## src/rtl/psum_deskew_collector.sv

```systemverilog
// Collects the skewed partial-sum stream from the bottom PE row, realigns the
// columns into one vector per result and buffers aligned vectors in a small FIFO.
module psum_deskew_collector #(
    parameter int data_width         = 22,
    parameter int w_tile_column_size = 11,
    parameter int fifo_depth         = 4
) (
    input  logic                                          clk,
    input  logic                                          rst,
    input  logic                                          in_valid,
    input  logic [2*data_width*w_tile_column_size-1:0]    in_sum,
    output logic                                          stall_req,
    output logic                                          out_valid,
    input  logic                                          out_ready,
    output logic [2*data_width*w_tile_column_size-1:0]    out_data,
    output logic                                          overflow
);

    localparam int COLS  = w_tile_column_size;
    localparam int PW    = 2 * data_width;
    localparam int VW    = PW * COLS;
    localparam int DLY   = COLS - 1;
    localparam int PTR_W = $clog2(fifo_depth);
    localparam int CNT_W = $clog2(fifo_depth + 1);
    localparam int IFL_W = $clog2(COLS);

    logic [DLY-1:0]   r_vld;
    logic [IFL_W-1:0] r_inflight;
    logic [IFL_W-1:0] w_inflight_nxt;
    logic [CNT_W-1:0] r_count;
    logic [CNT_W-1:0] w_count_nxt;
    logic [PTR_W-1:0] r_wr_ptr;
    logic [PTR_W-1:0] r_rd_ptr;
    logic [VW-1:0]    r_mem [fifo_depth];
    logic             r_overflow;
    logic [VW-1:0]    w_aligned;
    logic             w_push_req;
    logic             w_full;
    logic             w_pop;
    logic             w_push_acc;
    logic             w_drop;
    logic [31:0]      w_occupancy;

    function automatic logic [PTR_W-1:0] ptr_inc(input logic [PTR_W-1:0] p);
        if (p == PTR_W'(fifo_depth - 1)) begin
            return {PTR_W{1'b0}};
        end else begin
            return p + PTR_W'(1);
        end
    endfunction

    // Column c waits COLS-1-c cycles so every column lands on the same edge.
    for (genvar c = 0; c < DLY; c++) begin : g_col
        localparam int D = DLY - c;
        logic [PW-1:0] r_chain [D];

        // Per-column delay chain.
        always_ff @(posedge clk) begin
            if (rst) begin
                for (int k = 0; k < D; k++) begin
                    r_chain[k] <= {PW{1'b0}};
                end
            end else begin
                r_chain[0] <= in_sum[c*PW +: PW];
                for (int k = 1; k < D; k++) begin
                    r_chain[k] <= r_chain[k-1];
                end
            end
        end

        assign w_aligned[c*PW +: PW] = r_chain[D-1];
    end
    assign w_aligned[DLY*PW +: PW] = in_sum[DLY*PW +: PW];

    assign w_push_req  = r_vld[DLY-1];
    assign out_valid   = (r_count != {CNT_W{1'b0}});
    assign out_data    = r_mem[r_rd_ptr];
    assign overflow    = r_overflow;
    assign w_occupancy = 32'(r_count) + 32'(r_inflight);
    assign stall_req   = (w_occupancy >= 32'(fifo_depth));

    // Push/pop arbitration; a full FIFO still takes a push when it pops the same edge.
    always_comb begin
        w_full     = (r_count == CNT_W'(fifo_depth));
        w_pop      = out_valid & out_ready;
        w_push_acc = w_push_req & (~w_full | w_pop);
        w_drop     = w_push_req & w_full & ~w_pop;
    end

    // Next occupancy of FIFO and of the deskew pipeline.
    always_comb begin
        w_count_nxt    = r_count;
        w_inflight_nxt = r_inflight;
        case ({w_push_acc, w_pop})
            2'b10:   w_count_nxt = r_count + CNT_W'(1);
            2'b01:   w_count_nxt = r_count - CNT_W'(1);
            default: w_count_nxt = r_count;
        endcase
        case ({in_valid, w_push_req})
            2'b10:   w_inflight_nxt = r_inflight + IFL_W'(1);
            2'b01:   w_inflight_nxt = r_inflight - IFL_W'(1);
            default: w_inflight_nxt = r_inflight;
        endcase
    end

    // Valid shift register tracking vectors inside the deskew pipeline.
    always_ff @(posedge clk) begin
        if (rst) begin
            r_vld <= {DLY{1'b0}};
        end else begin
            r_vld[0] <= in_valid;
            for (int k = 1; k < DLY; k++) begin
                r_vld[k] <= r_vld[k-1];
            end
        end
    end

    // Counters, pointers and sticky overflow.
    always_ff @(posedge clk) begin
        if (rst) begin
            r_count    <= {CNT_W{1'b0}};
            r_inflight <= {IFL_W{1'b0}};
            r_wr_ptr   <= {PTR_W{1'b0}};
            r_rd_ptr   <= {PTR_W{1'b0}};
            r_overflow <= 1'b0;
        end else begin
            r_count    <= w_count_nxt;
            r_inflight <= w_inflight_nxt;
            if (w_push_acc) begin
                r_wr_ptr <= ptr_inc(r_wr_ptr);
            end
            if (w_pop) begin
                r_rd_ptr <= ptr_inc(r_rd_ptr);
            end
            if (w_drop) begin
                r_overflow <= 1'b1;
            end
        end
    end

    // Aligned-vector storage.
    always_ff @(posedge clk) begin
        if (rst) begin
            for (int i = 0; i < fifo_depth; i++) begin
                r_mem[i] <= {VW{1'b0}};
            end
        end else if (w_push_acc) begin
            r_mem[r_wr_ptr] <= w_aligned;
        end
    end

endmodule
```

## config.mk

```make
export PLATFORM = sky130hd
export DESIGN_NAME = psum_deskew_collector
export DESIGN_NICKNAME = d
export VERILOG_FILES = /design/src/rtl/psum_deskew_collector.sv
export SDC_FILE = /design/constraint.sdc
export NUM_CORES = 2
export LEC_CHECK = 0
export CORE_MARGIN = 2
export CORE_UTILIZATION = 63
export DETAILED_ROUTE_END_ITERATION = 12
export GPL_ROUTABILITY_DRIVEN = 0
export HOLD_SLACK_MARGIN = 0.02
export MAX_ROUTING_LAYER = met4
export PLACE_DENSITY = 0.84
export SYNTH_ARGS = -nofsm -noshare
export SYNTH_HDL_FRONTEND = slang
export SYNTH_MEMORY_MAX_BITS = 65536
export SYNTH_SLANG_ARGS = --single-unit
```

## constraint.sdc

```tcl
create_clock -name clk -period 40.5 [get_ports clk]
set_input_delay 10.125 -clock clk [delete_from_list [all_inputs] [get_ports clk]]
set_output_delay 10.125 -clock clk [all_outputs]
set_load 0.05 [all_outputs]
```

==> results.yml <==
status:
  run_status: "complete, no violations"
global_route:
  grt_pass1_vias: 79400
  globalRouteOverflowTotal: 0
  grt_max_degree: 253
  grt_pass1_wl_um: 478000
  antenna_found_initial: 99
  grt_usage_pct: 27.3
power:
  p_seq_share_pct: 53.2
  p_per_area_nw_per_um2: 51.2
  peakVddDrop_mv: 0.0501
  p_int_uw: 7120
  switchingPower_uw: 1830
  p_leak_uw: 0.0653
  p_clk_share_pct: 43.6
  pwr-share-comb_pct: 3.3
  power_uw: 8950
  swShare_pct: 20.4
setup_path:
  arrival_ns: 6.12
  startpoint_type: "register"
  cp_slowest_cell: "dfxtp_4"
  path_cells: "buf_12, buf_4, buf_4, mux4_2, clkdlybuf4s50_1"
  worstPathRequired_ns: 30.38
  worstReg2RegStart: "r_count[0]$_SDFFE_PP0P_"
  cp_common_cell: "buf_4"
  rrSetupSlack_ns: 35.06
  worstSetupPathType: "reg -> out"
  cp_top_family: "buffers and inverters"
  end_kind: "output pin"
  crit_buf_inv: 4
  reg2reg_depth: 8
  r2r-end: "r_mem[1][10]$_SDFFCE_PN0P_"
  path_max_fanout: 107
  critPathMaxStageDelay_ns: 1.03
clocking:
  ctsHtreeMaxLevel: 5
  cts_hold_buf: 0
  cts_root_buffer: "clkbuf_16"
  postCtsSetupBuffers: 0
  cts_resized: 0
  path_clk_slew_ns: 0.06
  max-clock-path-buffers: 4
  cts_made_buffers: 420
  cts_tree: "yes"
  cts.sinks: 4380
  insertion_delay_ns: 0.99
synthesis:
  synth.cell_area_um2: 148000
  synthesis.nets: 10400
  yosys-top-cells-area: "edfxtp_1, dfxtp_1, nor2b_1"
  synth-async-reset-ratio_pct: 0
  synth_top_area_share_pct: 39.2
  synth_edf_count: 1936
  ys_warn_count: 0
  yosysTopAreaCell: "edfxtp_1"
  ys_seq_area_share_pct: 72.2
  synthDistinctLibCells: 32
  syn-instance-count: 9902
  avgSynthCellArea_um2: 15.0
  dominantRegCellSynth: "dfxtp_1"
  synth-seq-cells: 4380
layout:
  drive_above_1_share_pct: 11.1
  final_common_cell: "dfxtp_1"
  syn2layout_area_growth_pct: 17.7
  finalNetCount: 11300
  layout_common_cells: "dfxtp_1, nor2b_1, and2_1, edfxtp_1, clkdlybuf4s50_1"
  fin_cells: 14400
  postLayoutCoreUtil_pct: 74.4
  fillCellCount: 13400
floorplanning:
  core-area_um2: 235000
  rows: 178
  die_h_um: 489
  dieArea_um2: 239000
  boundaryPins: 975
  die_x_um: 489
  start_util_pct: 63.2
timing:
  fin_crit_ns: 16.25
  worstMarginPinSlew_ns: 1.38
  finalHoldViolCount: 0
  finalClockSkew_ns: 0.104
  hold_slack_ns: 0.344
  slew_violations: 0
  post-route-period-util_pct: 40.1
  setup-tns-final_ns: 0
  timing.slew.headroom_pct: 8.23
  setup_viol_count_final: 0
  max_freq_mhz: 61.5
  rsz0062_at_grt: "false"
worst_hold_path:
  min_from: "g_col[5].r_chain[0][115]$_SDFF_PP0_"
  worstHoldPathType: "reg -> reg"
  hold_depth: 1
  hold_end: "g_col[5].r_chain[0][159]$_SDFF_PP0_"
route:
  via_per_inst: 5.35
  avgRoutedWirePerCell_um: 22.4
  vias: 76900
  wirelength_um: 322000
  drc: 0
  ant_nets: 0
  dr.pass1.iters: 7
  drtIter0Drc: 6581
placement:
  dpl.hpwl_um: 180000
  port_buffers: 974
  post-place-cells: 13500
job:
  maxCapViolations: 0
==> worst max path at each step <==
stage / start / to / cells past startpoint
floorplan: rst / r_mem[3][0]$_DFFE_PP_ / 4
global placement: rst / r_mem[1][4]$_SDFFCE_PN0P_ / 7
detailed placement: rst / r_mem[1][8]$_SDFFCE_PN0P_ / 7
CTS: register / out_data[121] / 5
global route: register / out_data[121] / 5
finish: register / out_data[68] / 5
==> synth_stat cells (3+ instances only) <==
master / instances
a21oi_1: 11
and2_1: 1936
buf_1: 16
buf_2: 59
buf_6: 15
clkbuf_1: 417
clkbuf_2: 85
dfxtp_1: 2444
edfxtp_1: 1936
fa_1: 3
ha_1: 9
inv_1: 10
mux4_2: 484
nand2_1: 6
nand3_1: 3
nor2_1: 13
nor2b_1: 2430
or2_2: 3
or3_1: 5
xor2_1: 4
==> per-stage QoR <==
stage | setup WS, ns | cell area, µm²
after floorplan | 18.22 | 148000
after global placement | 24.53 | 160000
after detailed placement | 24.57 | 160000
after CTS | 23.96 | 174000
after global routing | 23.69 | 175000
final | 24.25 | 175000
==> logic make-up after synthesis <==
kind of cell	after synthesis	synth area share, %
AND/OR/NAND/NOR	4405	18.6
AO/OA/AOI/OAI	15	0.0565
flip-flops	4380	72.2
multiplexers	484	7.35
XOR/XNOR	4	0.0236
buffers and inverters	602	1.72
adder cells (fa/ha/maj)	12	0.116
==> state kept, by name (all words and copies together), names as in the netlist, named ones only <==
signal and count:
overflow 1, r_mem 1936, g_col.r_chain 2420, r_inflight 4, r_count 3, r_vld 10
r_rd_ptr 2, r_wr_ptr 2
==> cell type report <==
class	instances	area [µm²]	share of cell area [%]
Tap cell	3150	3940	2.26
Sequential cell	4380	107000	61.3
Timing Repair Buffer	1052	10600	6.05
Antenna cell	93	233	0.133
Multi-Input combinational cell	4920	38800	22.2
Clock inverter	139	1230	0.707
Inverter	10	37.5	0.0215
Clock buffer	627	12800	7.33
==> per-layer routing <==
| layer | vias up | wire length (µm) | track usage [%] |
|---|---|---|---|
| met5 | - | 0 | - |
| met4 | 0 | 18300 | 14.4 |
| met3 | 763 | 25600 | 5.60 |
| met2 | 2900 | 154000 | 42.8 |
| met1 | 38300 | 123000 | 33.8 |
| li1 | 35000 | - | - |
==> power by group through the flow <==
stage	sequential [µW]	combinational [µW]	clock, µW
after floorplan	4860	166	0
after global placement	4840	287	0
after detailed placement	4850	289	0
after CTS	4760	293	3950
after global routing	4760	308	4120
final	4760	291	3900
No activity file was read; power rests on OpenSTA's default activity.
